==> src/rtl/uart_pkg.sv <==
// Shared types and constants for the configurable UART transmitter.
package uart_pkg;

  // Smallest frame payload; data_bits selects DATA_BITS_BASE + 0..3 bits.
  localparam int unsigned DATA_BITS_BASE = 5;

  typedef enum logic [1:0] {
    PAR_NONE = 2'd0,
    PAR_EVEN = 2'd1,
    PAR_ODD  = 2'd2
  } parity_t;

  typedef enum logic [2:0] {
    IDLE   = 3'd0,
    START  = 3'd1,
    DATA   = 3'd2,
    PARITY = 3'd3,
    STOP   = 3'd4
  } tx_state_t;

  // Mask keeping only the data bits a frame actually carries.
  function automatic logic [7:0] data_mask(input logic [1:0] data_bits);
    return 8'hFF >> (2'd3 - data_bits);
  endfunction

endpackage

==> src/rtl/uart_tx_fifo.sv <==
// Small first-word-fall-through byte FIFO feeding the transmitter.
module uart_tx_fifo #(
  parameter int unsigned DEPTH = 4
) (
  input  logic                     clk,
  input  logic                     rst,
  input  logic                     push,
  input  logic                     pop,
  input  logic [7:0]               din,
  output logic [7:0]               dout,
  output logic [$clog2(DEPTH):0]   cnt,
  output logic                     full,
  output logic                     empty
);

  localparam int unsigned AW = $clog2(DEPTH);

  logic [7:0]    r_mem [DEPTH];
  logic [AW-1:0] r_wr_ptr;
  logic [AW-1:0] r_rd_ptr;
  logic [AW:0]   r_cnt;
  logic          w_push;
  logic          w_pop;

  assign full   = (r_cnt == (AW + 1)'(DEPTH));
  assign empty  = (r_cnt == '0);
  assign w_push = push && !full;
  assign w_pop  = pop && !empty;
  assign dout   = r_mem[r_rd_ptr];
  assign cnt    = r_cnt;

  // Storage array; no reset needed since count gates every read.
  always_ff @(posedge clk) begin
    if (w_push) r_mem[r_wr_ptr] <= din;
  end

  // Pointers and occupancy; pointers wrap naturally as DEPTH is a power of two.
  always_ff @(posedge clk) begin
    if (rst) begin
      r_wr_ptr <= '0;
      r_rd_ptr <= '0;
      r_cnt    <= '0;
    end else begin
      if (w_push) r_wr_ptr <= r_wr_ptr + AW'(1);
      if (w_pop)  r_rd_ptr <= r_rd_ptr + AW'(1);
      if (w_push && !w_pop)      r_cnt <= r_cnt + (AW + 1)'(1);
      else if (w_pop && !w_push) r_cnt <= r_cnt - (AW + 1)'(1);
    end
  end

endmodule

==> src/rtl/uart_tx_cfg.sv <==
// Runtime-configurable UART transmitter with a small transmit FIFO.
module uart_tx_cfg
  import uart_pkg::*;
#(
  parameter int unsigned DIV_W      = 16,
  parameter int unsigned FIFO_DEPTH = 4
) (
  input  logic                          clk,
  input  logic                          rst,
  input  logic [DIV_W-1:0]              baud_div,
  input  logic [1:0]                    data_bits,
  input  logic [1:0]                    parity_mode,
  input  logic                          two_stop,
  input  logic                          wr_en,
  input  logic [7:0]                    wr_data,
  output logic                          full,
  output logic [$clog2(FIFO_DEPTH):0]   fifo_cnt,
  output logic                          TX,
  output logic                          busy,
  output logic                          tx_done,
  output logic                          overflow
);

  tx_state_t        r_state;
  logic [DIV_W-1:0] r_baud_cnt;
  logic [DIV_W-1:0] r_div;
  logic [7:0]       r_shift;
  logic [2:0]       r_bit_idx;
  logic [2:0]       r_last_bit;
  logic             r_par_en;
  logic             r_par_bit;
  logic             r_two_stop;
  logic             r_stop_idx;
  logic             r_tx;
  logic             r_done;
  logic             r_overflow;

  logic             w_full;
  logic             w_empty;
  logic [7:0]       w_fifo_dout;
  logic             w_tick;
  logic             w_stop_end;
  logic             w_pop;
  logic             w_push;
  logic [7:0]       w_load_data;

  uart_tx_fifo #(
    .DEPTH (FIFO_DEPTH)
  ) u_fifo (
    .clk   (clk),
    .rst   (rst),
    .push  (w_push),
    .pop   (w_pop),
    .din   (wr_data),
    .dout  (w_fifo_dout),
    .cnt   (fifo_cnt),
    .full  (w_full),
    .empty (w_empty)
  );

  // Bit boundary and frame-end decode; a pop at frame end chains the next frame.
  always_comb begin
    w_tick      = (r_baud_cnt == r_div);
    w_stop_end  = (r_state == STOP) && w_tick && (!r_two_stop || r_stop_idx);
    w_pop       = !w_empty && ((r_state == IDLE) || w_stop_end);
    // Full is judged on the registered count, so a same-cycle pop does not help.
    w_push      = wr_en && !w_full;
    w_load_data = w_fifo_dout & data_mask(data_bits);
  end

  // Frame FSM, baud counter and registered serial output.
  always_ff @(posedge clk) begin
    if (rst) begin
      r_state    <= IDLE;
      r_baud_cnt <= '0;
      r_div      <= '0;
      r_shift    <= '0;
      r_bit_idx  <= '0;
      r_last_bit <= '0;
      r_par_en   <= 1'b0;
      r_par_bit  <= 1'b0;
      r_two_stop <= 1'b0;
      r_stop_idx <= 1'b0;
      r_tx       <= 1'b1;
      r_done     <= 1'b0;
      r_overflow <= 1'b0;
    end else begin
      r_done <= w_stop_end;
      if (wr_en && w_full) r_overflow <= 1'b1;

      if (w_pop) begin
        // Latch the whole frame configuration; later input changes are ignored.
        r_state    <= START;
        r_baud_cnt <= '0;
        r_div      <= baud_div;
        r_shift    <= w_load_data;
        r_bit_idx  <= '0;
        r_last_bit <= 3'(DATA_BITS_BASE - 1) + 3'(data_bits);
        r_par_en   <= (parity_mode == PAR_EVEN) || (parity_mode == PAR_ODD);
        r_par_bit  <= (^w_load_data) ^ (parity_mode == PAR_ODD);
        r_two_stop <= two_stop;
        r_stop_idx <= 1'b0;
        r_tx       <= 1'b0;
      end else begin
        case (r_state)
          IDLE: begin
            r_tx       <= 1'b1;
            r_baud_cnt <= '0;
          end
          START: begin
            if (w_tick) begin
              r_baud_cnt <= '0;
              r_state    <= DATA;
              r_tx       <= r_shift[0];
            end else begin
              r_baud_cnt <= r_baud_cnt + DIV_W'(1);
            end
          end
          DATA: begin
            if (w_tick) begin
              r_baud_cnt <= '0;
              if (r_bit_idx == r_last_bit) begin
                if (r_par_en) begin
                  r_state <= PARITY;
                  r_tx    <= r_par_bit;
                end else begin
                  r_state    <= STOP;
                  r_tx       <= 1'b1;
                  r_stop_idx <= 1'b0;
                end
              end else begin
                r_bit_idx <= r_bit_idx + 3'd1;
                r_shift   <= r_shift >> 1;
                r_tx      <= r_shift[1];
              end
            end else begin
              r_baud_cnt <= r_baud_cnt + DIV_W'(1);
            end
          end
          PARITY: begin
            if (w_tick) begin
              r_baud_cnt <= '0;
              r_state    <= STOP;
              r_tx       <= 1'b1;
              r_stop_idx <= 1'b0;
            end else begin
              r_baud_cnt <= r_baud_cnt + DIV_W'(1);
            end
          end
          STOP: begin
            if (w_tick) begin
              r_baud_cnt <= '0;
              if (r_two_stop && !r_stop_idx) begin
                r_stop_idx <= 1'b1;
              end else begin
                r_state <= IDLE;
                r_tx    <= 1'b1;
              end
            end else begin
              r_baud_cnt <= r_baud_cnt + DIV_W'(1);
            end
          end
          default: begin
            r_state <= IDLE;
            r_tx    <= 1'b1;
          end
        endcase
      end
    end
  end

  assign full     = w_full;
  assign TX       = r_tx;
  assign busy     = (r_state != IDLE);
  assign tx_done  = r_done;
  assign overflow = r_overflow;

endmodule

==> config.mk <==
export PLATFORM = sky130hd
export DESIGN_NAME = uart_tx_cfg
export DESIGN_NICKNAME = d
export VERILOG_FILES = /design/src/rtl/uart_pkg.sv /design/src/rtl/uart_tx_fifo.sv /design/src/rtl/uart_tx_cfg.sv
export SDC_FILE = /design/constraint.sdc
export NUM_CORES = 1
export LEC_CHECK = 0
export ABC_AREA = 1
export CORE_MARGIN = 8
export CORE_UTILIZATION = 38
export CTS_BUF_LIST = sky130_fd_sc_hd__clkbuf_16
export CTS_CLUSTER_SIZE = 30
export DETAILED_ROUTE_END_ITERATION = 8
export GPL_TIMING_DRIVEN = 0
export RECOVER_POWER = 50
export SLEW_MARGIN = 20
export SYNTH_ARGS = -nofsm -noshare
export SYNTH_HDL_FRONTEND = slang
export SYNTH_SLANG_ARGS = --single-unit
export TNS_END_PERCENT = 50
==> constraint.sdc <==
create_clock -name clk -period 2.4 [get_ports clk]
set_input_delay 0.36 -clock clk [delete_from_list [all_inputs] [get_ports clk]]
set_output_delay 0.36 -clock clk [all_outputs]
set_load 0.02 [all_outputs]
# Word-level counts from Yosys, hierarchy flattened
# Memories as Yosys holds them, arrays and structs flattened. A register that Yosys moved wholly into a read port is not among the register bits.
# Index checks and enable logic that the tools add are counted.
# word_totals
word_cells	129
mem_bits_rw	32
inputBits	32
reg_bits	63
mem_count	1
latchBits	0
output_inout_bits	8
romBits	0
# op_classes
n_div	0
order_cmp	0
bitwise_logic	4
muxes	37
mul	0
n_reduce_logical	36
n_eq_ne	25
addsub	8
n_shift	1
# mem_list
memory	depth	width	rd	rd_clocked_by_memory_dff	write_ports	line_no	source
u_fifo.r_mem	4	8	1	1	1	uart_tx_fifo.sv:18	logic [7:0] r_mem [DEPTH];
# ops
op	n
$mux 8	4
$pmux 16 s2	1
$mux 3	9
$reduce_and 7->1	3
$ne 3x2->1 const B	6
$mux 1	17
$add 16x1->16 const B	1
$eq 16x16->1	1
$mux 16	1
$pmux 3 s5	1
$ne 2x2->1 const B	7
$logic_and 1x1->1	10
$and 8x8->8	1
$reduce_bool 2->1	4
$reduce_xor 8->1	1
$shr 8x2->8 const A	1
$add 3x1->3 const B	2
$eq 3x2->1 const B	2
$eq 3x3->1 const B	2
$logic_not 1->1	6
$logic_not 3->1	2
$ne 2x1->1 const B	3
$reduce_and 3->1	2
$reduce_bool 3->1	2
17 further kinds	22

# Longest topological paths before layout
# depth
depth_word	9
mapped_depth	16
mapped_depth_nobuf	15

# Cells and area by module
# Synthesis repeated with hierarchy kept, for this count alone.
# hier_totals
cells_unflattened	567
hier_area_um2	4618.2
# modules_own_cells
mod	seq_area_each_um2	instances	area_each_um2	cells_per_inst
uart_tx_cfg	1121.1	1	2932.8	421
uart_tx_fifo	1141.1	1	1685.4	146

# Worst setup path after synthesis
# OpenSTA, ideal clock, no wires.
# synth_path
path_type	flip-flop to flip-flop
start	register u_fifo.r_cnt[2] (netlist: u_fifo.cnt[2])
end	register u_fifo.r_cnt[2] (netlist: u_fifo.cnt[2])
required_ps	2330
setup_slack_ps	-70
path_stages_with_launch	9
period_less_slack_ps	2470
path_buffers	0
setup_time_ps	70
t_arrival_ps	2400
cell_sequence	dfxtp_1 nor3b_1 nor2_1 ha_1 fa_1 a21oi_1 o21a_1 o21ai_0 a21oi_1
# synth_via
elab_chain_len	7
word_cells_on_any_way	17
classes_between	add/sub (2); eq/ne (1); mux (2); reduce/logical (12)
# synth_lines
element	line_no	source
from (decl)	uart_tx_fifo.sv:21	logic [AW:0] r_cnt;
from (signal assigned)	uart_tx_fifo.sv:46	if (w_push && !w_pop) r_cnt <= r_cnt + (AW + 1)'(1);
from (signal assigned)	uart_tx_fifo.sv:47	else if (w_pop && !w_push) r_cnt <= r_cnt - (AW + 1)'(1);
$eq 3x3->1 *	uart_tx_fifo.sv:25	assign full = (r_cnt == (AW + 1)'(DEPTH));
via full	uart_tx_cfg.sv:16	output logic full,
$logic_not 1->1 *	uart_tx_fifo.sv:27, uart_tx_cfg.sv:67	
$logic_and 1x1->1	uart_tx_cfg.sv:67	w_push = wr_en && !w_full;
$logic_and 1x1->1 *	uart_tx_fifo.sv:27	assign w_push = push && !full;
via u_fifo.w_push	uart_tx_fifo.sv:22	logic w_push;
$logic_not 1->1	uart_tx_fifo.sv:47	
$logic_and 1x1->1	uart_tx_fifo.sv:47	
$reduce_bool 2->1 (no source line)	n/a	
# Mark *: on every way through the listed nets, which the timed path passes. The rest lies on a longest branch. The select of a mux whose other input is x is not followed.
# A chain may end at the register's enable or synchronous reset.

# Worst setup path in the final report
# layout_path
start	register r_baud_cnt[6]
end	register u_fifo.r_cnt[2] (netlist: u_fifo.cnt[2])
# layout_via
elab_chain_len	9
word_cells_on_any_way	11
classes_between	eq/ne (1); mux (1); reduce/logical (9)
# layout_lines
element	line_no	source
from (decl)	uart_tx_cfg.sv:25	logic [DIV_W-1:0] r_baud_cnt;
from (signal assigned)	uart_tx_cfg.sv:116	r_baud_cnt <= r_baud_cnt + DIV_W'(1);
from (signal assigned)	uart_tx_cfg.sv:137	r_baud_cnt <= r_baud_cnt + DIV_W'(1);
from (signal assigned)	uart_tx_cfg.sv:147	r_baud_cnt <= r_baud_cnt + DIV_W'(1);
$eq 16x16->1 *	uart_tx_cfg.sv:63	w_tick = (r_baud_cnt == r_div);
$logic_and 1x1->1 * (2 in series)	uart_tx_cfg.sv:64	w_stop_end = (r_state == STOP) && w_tick && (!r_two_stop || r_stop_idx);
$logic_or 1x1->1 *	uart_tx_cfg.sv:65	w_pop = !w_empty && ((r_state == IDLE) || w_stop_end);
$logic_and 1x1->1 *	uart_tx_cfg.sv:65	
$logic_and 1x1->1 *	uart_tx_fifo.sv:28	assign w_pop = pop && !empty;
$logic_not 1->1	uart_tx_fifo.sv:46	
$logic_and 1x1->1	uart_tx_fifo.sv:46	
$mux 3 / $reduce_bool 2->1 (equally long branches)	n/a	
# Every way passes the cells marked *; elsewhere a longest branch is shown, timed or not.

==> key figures <==
Run status
  • Status: finished, final reports clean

Global routing
  • Number of global-route vias before repair: ~4100
  • Grt total ovfl: 0
  • Initial antenna violation count: 0
  • Largest net degree at the start of global routing: 19
  • First-pass GRT wire length: about 19 mm
  • Overall routing resource usage: between 10% and 20%

Synth
  • Number of synthesized flops with an enable pin: 32
  • Async S/R FF share, synth: 0%
  • Syn avg cell area: between 7 and 8 um^2
  • Top-area cell type share of the netlist area: a little over a quarter
  • Post-synthesis instance total: ~670
  • Synth Area in Adders: 2.448%
  • Synth Flop Type: dfxtp_1
  • Post-synthesis mux area share: 0%
  • Synth top cells by count: 217 x nand2_1, 90 x inv_1, 65 x dfxtp_1, 58 x nand3_1
  • Yosys reg bits: a little under 100
  • Most numerous cell in the Yosys netlist: nand2_1
  • Ys Warns: 0
  • Syn_nets: roughly 720
  • Simple-gate portion of the synthesized area: between 20% and 30%
  • Largest family of logic cells by synthesized area: simple AND/OR/NAND/NOR gates
  • Compound-Gate Fraction of Synth Area: 9.768%
  • Most area-consuming cells after synthesis: dfxtp_1 27%, edfxtp_1 20%, nand2_1 17%, inv_1 6.9%, nand3_1 5.9%
  • Netlist Area Pre-Place: 4906 um^2
  • Synth cell types: 35
  • Post-synthesis xor/xnor area fraction: 1.964%
  • Synth area leader: dfxtp_1
  • Seq/Total Area, Yosys: a little under half

Cells and area
  • Final #Nets: 771
  • Share of cells above drive strength 1: a little under an eighth
  • Register cell area after layout: ~2300 um^2
  • Fillers: roughly 1300
  • Footprint of the multi-input gates: about 2200 um^2
  • Fin util: between 40% and 50%
  • Area Overhead vs Synth: 21.40%
  • # diodes: 0

Critical path
  • Slowest stage delay, CP: 0.39 ns
  • Most frequent cell on the critical path: nand2_1
  • CP Class: register to register
  • Kind of start point of the critical path: register
  • Critical path's slowest cell: dfxtp_2
  • Critical Path End Type: register
  • Required @ worst endpoint: 2.69 ns
  • Critical Path AT: 2.53 ns
  • Crit Path Max Fanout: 6
  • CP Cell Sequence: inv_1 -> nand2_1 -> nand2_1 -> nor2_1 -> nand2_2 -> nor2_4 -> nand3_4 -> nand2_4 -> nand2_8 -> ha_4 -> fa_2 -> a21oi_2 -> o21a_1 -> o21ai_0 -> a21oi_1

Drt
  • Via count: approximately 4400
  • Residual DRC: 0
  • Detailed Routing Iterations Pass 1: 5
  • Initial DRC count: 300
  • WL per Instance: 13.08 um
  • Routed Antenna Nets: 0
  • Vias/cell: 4.802
  • Routed WL: ~12 mm

Power
  • NetSw: approximately 3200 uW
  • Tot Pwr: between 7000 and 8000 uW
  • Internal: a little over 4000 uW
  • Sequential share of power: between 30% and 40%
  • Leak: 0.002522 uW
  • Combinational power share: 48.9%
  • Switch share: around 44%
  • Worst VDD drop: between 0.0005 and 0.0006 V
  • Power per Cell Area: between 1000 and 1500 nW/um^2
  • Clock power frac: approximately a fifth

Floorplanning
  • I/O pin total: 40
  • Starting Density: 38.88%
  • Die height: 129.6 um
  • Die area: approximately 17000 um^2
  • Rows: just over 40
  • Die width: between 100 and 150 um
  • Core region area: about 13000 um^2

CTS
  • H-tree levels: 3
  • CTS max path bufs: 2
  • Worst skew pair latency: roughly 0.35 ns
  • Worst-path clk slew: roughly 0.070 ns
  • Cts bufs inserted: 9
  • Clk sink count: between 90 and 100
  • Clock root buffer: clkbuf_16
  • CTS tree: built

STA
  • Worst-Margin Slew: 0.9163 ns
  • Slew headroom: between 30% and 40%
  • Hold WS: approximately 0.47 ns
  • Fmax: about 0.45 GHz
  • Pins Over Slew Limit: 0
  • Worst Skew: about 0.0045 ns
  • Final Hold Fails: 0
  • Setup-failing EPs final: 0
  • Final worst path period share: approximately 93%
  • Min Tclk post-route: around 2.2 ns

Placement
  • Port bufs: 39
  • Post-DP HPWL: between 8 and 9 mm
  • Routability cong.: between 0.8 and 0.9

Job
  • Max Cap Viol: 0

Hold path
  • HP Class: register to register
-- power by group through the flow --
stage               clock (uW)  sequential, uW  combinational (uW)
floorplan                    0            2300                2380
global placement             0            2310                3210
detailed placement           0            2320                3290
CTS                       1420            2280                3400
global route              1490            2330                4000
finish                    1400            2280                3510
-- state kept, by name (all words and copies together), names as in the netlist, 2 cells and up, named ones only --
register	cells
r_state	3
u_fifo.r_mem	32
r_div	16
r_last_bit	3
u_fifo.r_wr_ptr	2
u_fifo.r_rd_ptr	2
r_baud_cnt	16
u_fifo.cnt	3
r_bit_idx	3
r_shift	8
-- per-stage QoR --
stage | cell area [um^2] | setup WS (ns) | setup TNS [ns] | cells
finish | 5956 | 0.1588 | 0 | 907
global route | 5956 | -0.02108 | -0.02108 | 907
CTS | 5857 | 0.003558 | 0 | 902
detailed placement | 5518 | -0.4172 | -0.5404 | 885
global placement | 5518 | -0.3697 | -0.4482 | 885
floorplan | 4912 | 0.007965 | 0 | 674
-- layer usage --
| metal | global-route usage (%) | vias up | wire length (um) | part of all wire [%] |
|---|---|---|---|---|
| li1 | - | 2256 | - | - |
| met1 | 18.96 | 1982 | 5625 | 47 |
| met2 | 23.19 | 101 | 5482 | 46 |
| met3 | 3.410 | 16 | 561 | 4.7 |
| met4 | 5.533 | 0 | 193 | 1.6 |
| met5 | 0 | - | 0 | 0 |
-- worst paths after layout --
check,startpoint,to,slack [ns],cells past startpoint
setup reg to reg,r_baud_cnt[6]$_SDFFE_PP0P_,u_fifo.cnt[2]$_SDFFE_PP0P_,0.16,15
hold reg to reg,overflow$_SDFFE_PP0P_,overflow$_SDFFE_PP0P_,0.47,2
setup / recovery,r_baud_cnt[6]$_SDFFE_PP0P_,u_fifo.cnt[2]$_SDFFE_PP0P_,0.16,15
hold / removal,overflow$_SDFFE_PP0P_,overflow$_SDFFE_PP0P_,0.47,2
-- cells in the final DEF, fill, tap and decap left out, types with 5 or more instances in the layout --
master / synthesis / final
o21ai_0: 31 / 31
inv_2: 6 / 8
dlygate4sd3_1: 0 / 16
nor2_2: 4 / 8
xor2_1: 6 / 6
clkbuf_1: 7 / 7
dfxtp_1: 65 / 48
nand4_1: 5 / 5
nor2_1: 51 / 45
a21oi_1: 51 / 50
nand3_1: 58 / 58
clkbuf_16: 0 / 9
clkdlybuf4s50_1: 0 / 23
nand2_1: 217 / 213
nand2_2: 1 / 5
xnor2_1: 5 / 5
ha_1: 8 / 7
buf_4: 3 / 10
edfxtp_1: 32 / 32
dfxtp_4: 0 / 6
inv_1: 90 / 88
dfxtp_2: 0 / 11
-- critical path, delay by kind of cell (launching register included) --
| kind | cells | cell delay (ns) |
|---|---|---|
| compound gates | 4 | 0.47 |
| fa+ha+maj | 2 | 0.52 |
| buf+inv | 1 | 0.08 |
| flops | 1 | 0.39 |
| simple gates | 8 | 0.71 |
-- cell type report --
| class | count | area share [%] |
|---|---|---|
| plain buffers | 17 | 1.828 |
| multi-input cells | 462 | 37.56 |
| inverters | 97 | 6.113 |
| clock inverters | 7 | 1.071 |
| repair buffers | 46 | 7.437 |
| clock buffers | 9 | 3.782 |
| flip-flops and latches | 97 | 38.59 |
| well taps | 172 | 3.613 |
-- kinds of logic (layout without fill, tap and decap cells) --
group                    after synthesis  in the layout
AND/OR/NAND/NOR                      350            350
buffers and inverters                115            176
flip-flops                            97             97
AO/OA/AOI/OAI                         92             92
XOR/XNOR                              11             11
adder cells (fa/ha/maj)                9              9
-- repair_timing --
| item | CTS | global route |
|---|---|---|
| setup buffers | 2 | 5 |
| hold buffers | 0 | 0 |
| pin swaps | 1 | 10 |
| setup endpoints to repair | 2 | 1 |
| resized for setup | 12 | 32 |
No activity file was read; power rests on OpenSTA's default activity.
